## config.mk

```make
export PLATFORM = sky130hd
export DESIGN_NAME = wb_bram32_ctrl
export DESIGN_NICKNAME = d
export VERILOG_FILES = /design/src/rtl/wb_bram32_ctrl.sv
export SDC_FILE = /design/constraint.sdc
export NUM_CORES = 1
export LEC_CHECK = 0
export ABC_CLOCK_PERIOD_IN_PS = 4270
export CAP_MARGIN = 5
export CORE_MARGIN = 2
export CORE_UTILIZATION = 30
export CTS_BUF_LIST = sky130_fd_sc_hd__clkbuf_8
export CTS_CLUSTER_DIAMETER = 200
export DETAILED_ROUTE_END_ITERATION = 8
export GPL_TIMING_DRIVEN = 1
export PLACE_DENSITY_LB_ADDON = 0.1
export SLEW_MARGIN = 20
export SYNTH_ARGS = -nofsm -noshare
export SYNTH_HDL_FRONTEND = slang
export SYNTH_SLANG_ARGS = --single-unit
```

## constraint.sdc

```tcl
create_clock -name sys_clk -period 4.27 [get_ports sys_clk]
set_input_delay 1.0675 -clock sys_clk [delete_from_list [all_inputs] [get_ports sys_clk]]
set_output_delay 1.0675 -clock sys_clk [all_outputs]
set_load 0.02 [all_outputs]
```

## src/rtl/wb_bram32_ctrl.sv

```systemverilog
// Wishbone classic slave in front of a 32-bit single-port block RAM.
// Adds the RAM's one-cycle read latency and turns byte-lane writes into a
// read-modify-write, since the RAM only has a full-word write enable.
//
// state  | meaning
// -------+-------------------------------------------------------------
// IDLE   | waiting for a request; full-word / empty writes finish here
// RD     | RAM read data arriving, capture into wb_dat_o
// RMW_RD | old word arriving, merge selected lanes of wb_dat_i into it
// RMW_WR | write the merged word back
// ACK    | ack pulse cycle; forces a dead cycle before the next access
module wb_bram32_ctrl #(
    parameter int adr_width = 11
) (
    input  logic        sys_clk,
    input  logic        sys_rst,
    input  logic [31:0] wb_adr_i,
    input  logic [31:0] wb_dat_i,
    output logic [31:0] wb_dat_o,
    input  logic [3:0]  wb_sel_i,
    input  logic        wb_stb_i,
    input  logic        wb_cyc_i,
    input  logic        wb_we_i,
    output logic        wb_ack_o,
    output logic [15:0] mem_a,
    output logic [31:0] mem_di,
    input  logic [31:0] mem_do,
    output logic        mem_we
);

    typedef enum logic [2:0] {
        IDLE   = 3'd0,
        RD     = 3'd1,
        RMW_RD = 3'd2,
        RMW_WR = 3'd3,
        ACK    = 3'd4
    } state_t;

    localparam logic [31:0] ADR_MASK = (32'd1 << adr_width) - 32'd4;

    state_t      state_q, state_d;
    logic        ack_q, ack_d;
    logic [31:0] dat_q, dat_d;
    logic [31:0] merge_q, merge_d;
    logic        we_raw;
    logic        req;

    // Upper address bits only alias onto the window and are never decoded.
    logic        unused_adr;
    assign unused_adr = ^wb_adr_i[31:16];

    assign req      = wb_cyc_i & wb_stb_i;
    assign mem_a    = 16'(wb_adr_i & ADR_MASK);
    assign mem_we   = we_raw & ~sys_rst;
    assign wb_ack_o = ack_q;
    assign wb_dat_o = dat_q;

    // State and data registers with synchronous reset.
    always_ff @(posedge sys_clk) begin
        if (sys_rst) begin
            state_q <= IDLE;
            ack_q   <= 1'b0;
            dat_q   <= 32'h0;
            merge_q <= 32'h0;
        end else begin
            state_q <= state_d;
            ack_q   <= ack_d;
            dat_q   <= dat_d;
            merge_q <= merge_d;
        end
    end

    // Next-state, RAM strobes and merge data.
    always_comb begin
        state_d = state_q;
        ack_d   = 1'b0;
        dat_d   = dat_q;
        merge_d = merge_q;
        we_raw  = 1'b0;
        mem_di  = wb_dat_i;

        case (state_q)
            IDLE: begin
                if (req) begin
                    if (!wb_we_i) begin
                        state_d = RD;
                    end else if (wb_sel_i == 4'hF) begin
                        we_raw  = 1'b1;
                        ack_d   = 1'b1;
                        state_d = ACK;
                    end else if (wb_sel_i == 4'h0) begin
                        ack_d   = 1'b1;
                        state_d = ACK;
                    end else begin
                        state_d = RMW_RD;
                    end
                end
            end
            RD: begin
                if (!wb_cyc_i) begin
                    state_d = IDLE;
                end else begin
                    dat_d   = mem_do;
                    ack_d   = 1'b1;
                    state_d = ACK;
                end
            end
            RMW_RD: begin
                if (!wb_cyc_i) begin
                    state_d = IDLE;
                end else begin
                    for (int i = 0; i < 4; i++) begin
                        merge_d[8*i +: 8] = wb_sel_i[i] ? wb_dat_i[8*i +: 8]
                                                        : mem_do[8*i +: 8];
                    end
                    state_d = RMW_WR;
                end
            end
            RMW_WR: begin
                mem_di = merge_q;
                if (!wb_cyc_i) begin
                    state_d = IDLE;
                end else begin
                    we_raw  = 1'b1;
                    ack_d   = 1'b1;
                    state_d = ACK;
                end
            end
            ACK: begin
                state_d = IDLE;
            end
            default: begin
                state_d = IDLE;
            end
        endcase
    end

endmodule
```

Word-level counts from Yosys, hierarchy flattened
Index checks and enable logic that the tools add are counted.
{"block": "totals", "input_bits": 105, "output_inout_bits": 82, "word_cells": 39, "regBits": 68}
{"block": "op_classes", "bitwise_logic": 3, "n_reduce_logical": 5, "n_eq_ne": 5, "n_mux": 22}
{"op": "2-to-1 mux 32 bit", "n": 1}
{"op": "2-to-1 mux 8 bit", "n": 4}
{"op": "2-to-1 mux 3 bit", "n": 5}
{"op": "case mux 3 bit (3 select lines)", "n": 1}
{"op": "2-to-1 mux 1 bit", "n": 8}
{"op": "== test 3 x 2 -> 1 bit, second input constant", "n": 2}
{"op": "== test 4 bit, second input constant", "n": 1}
{"op": "logical NOT 4 bit", "n": 1}
{"op": "case mux 1 bit (2 select lines)", "n": 2}
{"op": "AND reduction 2 bit", "n": 2}
{"op": "== test 3 x 1 -> 1 bit, second input constant", "n": 1}
{"op": "logical NOT 3 bit", "n": 1}
{"op": "AND 1 bit", "n": 2}
{"op": "2-to-1 mux 2 bit", "n": 1}
{"op": "!= test 2 bit, second input constant", "n": 1}
{"op": "OR reduction 2 bit", "n": 1}
{"op": "inverter 1 bit", "n": 1}

Longest topological paths before layout
{"block": "logic_depth", "word_depth": 6, "mapped_depth": 5, "ltp_nobuf": 3}

Worst setup path after synthesis
OpenSTA, ideal clock, no wires.
{"block": "synth_timing", "path_type": "input to output", "from": "input wb_sel_i[3]", "to": "output mem_we", "n_path_buf": 1, "t_arrival_ns": 1.969, "slack_ns": 1.233, "required_time_ns": 3.203, "path_stages": 4, "cell_sequence": "buf_2 and4_1 nand4_1 a21oi_1"}
{"block": "synth_between", "elab_chain_len": 6}
{"element": "start: declaration", "line": "20", "source": "input logic [3:0] wb_sel_i,"}
{"element": "== test 4 bit", "line": "87", "source": "end else if (wb_sel_i == 4'hF) begin"}
{"element": "2-to-1 mux 1 bit", "line": "87"}
{"element": "2-to-1 mux 1 bit", "line": "85", "source": "if (!wb_we_i) begin"}
{"element": "2-to-1 mux 1 bit", "line": "84", "source": "if (req) begin"}
{"element": "case mux 1 bit (2 select lines)", "line": "82", "source": "case (state_q)"}
{"element": "AND 1 bit", "line": "54", "source": "assign mem_we = we_raw & ~sys_rst;"}
{"element": "end: declaration", "line": "28", "source": "output logic mem_we"}
Every way passes these cells.

Worst setup path in the final report
{"block": "layout_timing", "from": "input wb_we_i", "to": "output mem_we"}
{"block": "layout_between", "elab_chain_len": 4}
{"element": "start: declaration", "line": "23", "source": "input logic wb_we_i,"}
{"element": "2-to-1 mux 1 bit", "line": "85"}
{"element": "2-to-1 mux 1 bit", "line": "84"}
{"element": "case mux 1 bit (2 select lines)", "line": "82"}
{"element": "AND 1 bit", "line": "54"}
Every way passes these cells.

==> flow_summary_export.csv <==
group,metric,value,unit
logic_synthesis,yosys_warnings,0,
job,maxCapViolCount,0,
place,gp_congestion,0.664,
timing,fin_crit_sh,92.8,%
logic_synthesis,synthArstFlopShare,0,%
global_route,grt_use_met2,26.2,%
setup_path,critPathMostFrequentCell,"clkdlybuf4s50_1",
logic_synthesis,seq_area_frac_synth,41.9,%
setup_path,worstPathMaxFanout,3,
floorplanning,die_y,108,um
setup_path,reg2reg_from,"state_q[1]$_SDFFE_PP0P_",
global_route,use_met3,4.52,%
floorplanning,rows,37,
timing,max_freq,0.252,GHz
min_path,hold_class,"flip-flop to flip-flop",
logic_synthesis,syn_inst,361,
place,hpwl,6.16,mm
setup_path,endpoint,"mem_we",
setup_path,max_stage_delay,0.64,ns
finish,fillers,1066,
logic_synthesis,synth_top_area_share,41.9,%
global_route,antenna_found_initial,0,
setup_path,worst_ep_arrival_time,2.89,ns
finish,multi_input_area,1630,sq um
setup_path,timing.rr.end,"wb_dat_o[20]$_SDFFE_PP0P_",
setup_path,path_buf_inv,2,
min_path,whs_path_depth,2,
setup_path,cp.depth,5,
cts,clock_latency,0.34,ns
timing,hold_ws,0.456,ns
global_route,grt_pass1_vias,2856,
cts,cts_made_buffers,9,
timing,tightest_slew,1.09,ns
place,port_buffers,138,
power,p_leak,1.71,nW
cts,cts_tree,"done",
logic_synthesis,synth_cell_types,27,
floorplanning,dieArea,11700,sq um
floorplanning,core-area,10400,sq um
route,drtPass1Iterations,4,
timing,slew_viol_final,0,
timing,fin_worst_skew,0.0101,ns
setup_path,startpoint,"wb_we_i",
cts,clkTransAtPathRegs,0.07,ns
logic_synthesis,synth_edf_count,0,
setup_path,required,3.20,ns
setup_path,critPathTopFamily,"buffers and inverters",
logic_synthesis,synth_ff_type,"dfxtp_1",
setup_path,endpoint_kind,"output port",
global_route,grt_max_degree,67,
setup_path,crit_chain,"clkdlybuf4s50_1 -> nor4b_1 -> nand4_1 -> a21oi_1 -> clkdlybuf4s50_1",
cts,post-cts-setup-buffers,0,
route,drt-total-wl,9.35,mm
floorplanning,ioPinCount,187,
logic_synthesis,syn_area_per_cell,8.99,sq um
route,vias_per_cell,4.70,
route,drt-wirelength-per-cell,15.1,um
cts,cts_buffer_depth,2,
finish,area_growth,47.1,%
floorplanning,initial_core_util,31.2,%
finish,layout.cells.non_filler,620,
global_route,grt_pass1_wl,14.8,mm
setup_path,r2r_cells,3,
min_path,hold_path.startpoint,"wb_dat_o[4]$_SDFFE_PP0P_",
finish,fin_nets,584,
finish,seqCellArea,1360,sq um
cts,cts_root_buf,"clkbuf_8",
timing,maxSlewHeadroom,27.0,%
finish,drive_above_1_share,12.4,%
cts,cts.repair.resized,0,
route,antenna_left,0,
cts,clkSinkCount,68,
timing,fin_crit,3.96,ns
cts,hold_buffers,0,
global_route,top_usage_layer,"met2",
setup_path,path_class,"input port to output port",
timing,setup_viol,0,
global_route,grt_use_total,16.2,%
global_route,globalRouteOverflowTotal,0,
power,peakVddDrop,0.162,mV
setup_path,r2r_slack,2.32,ns
finish,antenna_cells,0,
power,powerDensity,288,nW/um^2
route,drcViolationCount,0,
timing,hold_violations,0,
power,power,0.00137,W
logic_synthesis,synth_area_leaders,"dfxtp_1 42%, mux2_2 11%, mux2i_1 9.9%",
route,route.vias.total,2914,
logic_synthesis,ys_ff_latch,68,
floorplanning,die_w,108,um
setup_path,cp_slowest_cell,"clkdlybuf4s50_1",
setup_path,worst_setup_path_start_kind,"input port",
logic_synthesis,yosysTopAreaCell,"dfxtp_1",
status,outcome,"completed",
route,first_iter_violations,69,
global_route,use_met1,20.7,%
cts,htree_levels,3,
timing,tns,0,ns
logic_synthesis,syn_area,3250,sq um
place,dp_cells,604,
timing,grt_setup_unrepaired,"false",
-- where the power goes --
part	internal (W)	switching [W]
Combinational	0.000143	0.000121
Clock	0.000203	0.000244
Sequential	0.000652	0.00000984
Total	0.000998	0.000375
-- layout make-up --
type                       count  share of cell area (%)
clock inverter                 7                   0.760
timing repair buffer         146                    30.3
tap                          136                    3.56
sequential                    68                    28.5
clock buffer                   9                    2.59
multi-input combinational    254                    34.2
-- flip-flops by register name (all words and copies together), names as in the netlist --
| register | cells |
|---|---|
| merge_q | 32 |
| state_q | 3 |
| wb_dat_o | 32 |
| wb_ack_o | 1 |
-- per-layer routing --
metal	vias to the layer above	wire length, um
met5	-	0
met4	0	104
met3	11	693
met2	95	4430
met1	1335	4120
li1	1473	-
-- synthesized netlist by cell type (2+ instances only) --
cell      instances
nor2_1           35
a21oi_1          35
buf_2            12
mux2_2           32
nand2_1          66
clkbuf_1          8
dfxtp_1          68
nand4_1           2
mux2i_1          32
a211oi_1         32
buf_4            23
-- how the worst min path moves through the flow --
stage	endpoint	slack [ns]
CTS	wb_dat_o[4]$_SDFFE_PP0P_	0.46
global placement	wb_dat_o[14]$_SDFFE_PP0P_	0.44
finish	wb_dat_o[4]$_SDFFE_PP0P_	0.46
global route	wb_dat_o[12]$_SDFFE_PP0P_	0.47
floorplan	merge_q[0]$_SDFFE_PP0P_	0.48
detailed placement	wb_dat_o[4]$_SDFFE_PP0P_	0.45
-- cell families after synthesis --
| kind of cell | count (synthesis) | share of synthesized area (%) |
|---|---|---|
| compound gates | 70 | 13.7 |
| buf+inv | 45 | 8.56 |
| flops | 68 | 41.9 |
| mux | 64 | 21.0 |
| other cells | 1 | 0.116 |
| simple gates | 113 | 14.7 |
-- metrics by stage --
stage | instance area, sq um | utilization, % | setup slack [ns]
global placement | 4610 | 44.3 | 0.306
CTS | 4770 | 45.8 | 0.315
floorplan | 3270 | - | 1.23
finish | 4770 | 45.8 | 0.309
detailed placement | 4610 | 44.3 | 0.316
global route | 4770 | 45.8 | 0.206
-- cells in the final DEF, fill, tap and decap left out, types with 4 or more instances in the layout --
master,n
mux2i_1,32
nand2_1,66
nor2_1,35
clkdlybuf4s50_1,137
dfxtp_1,68
a21oi_1,35
buf_4,7
mux2_2,32
conb_1,7
clkbuf_8,9
clkinv_2,4
a211oi_1,32
-- worst register-to-register path: cells and delay by family (launching register included) --
family / cells / cell delay (ns)
flops: 1 / 0.37
compound gates: 1 / 0.10
simple gates: 2 / 1.33
(Power assumes the default switching activity.)
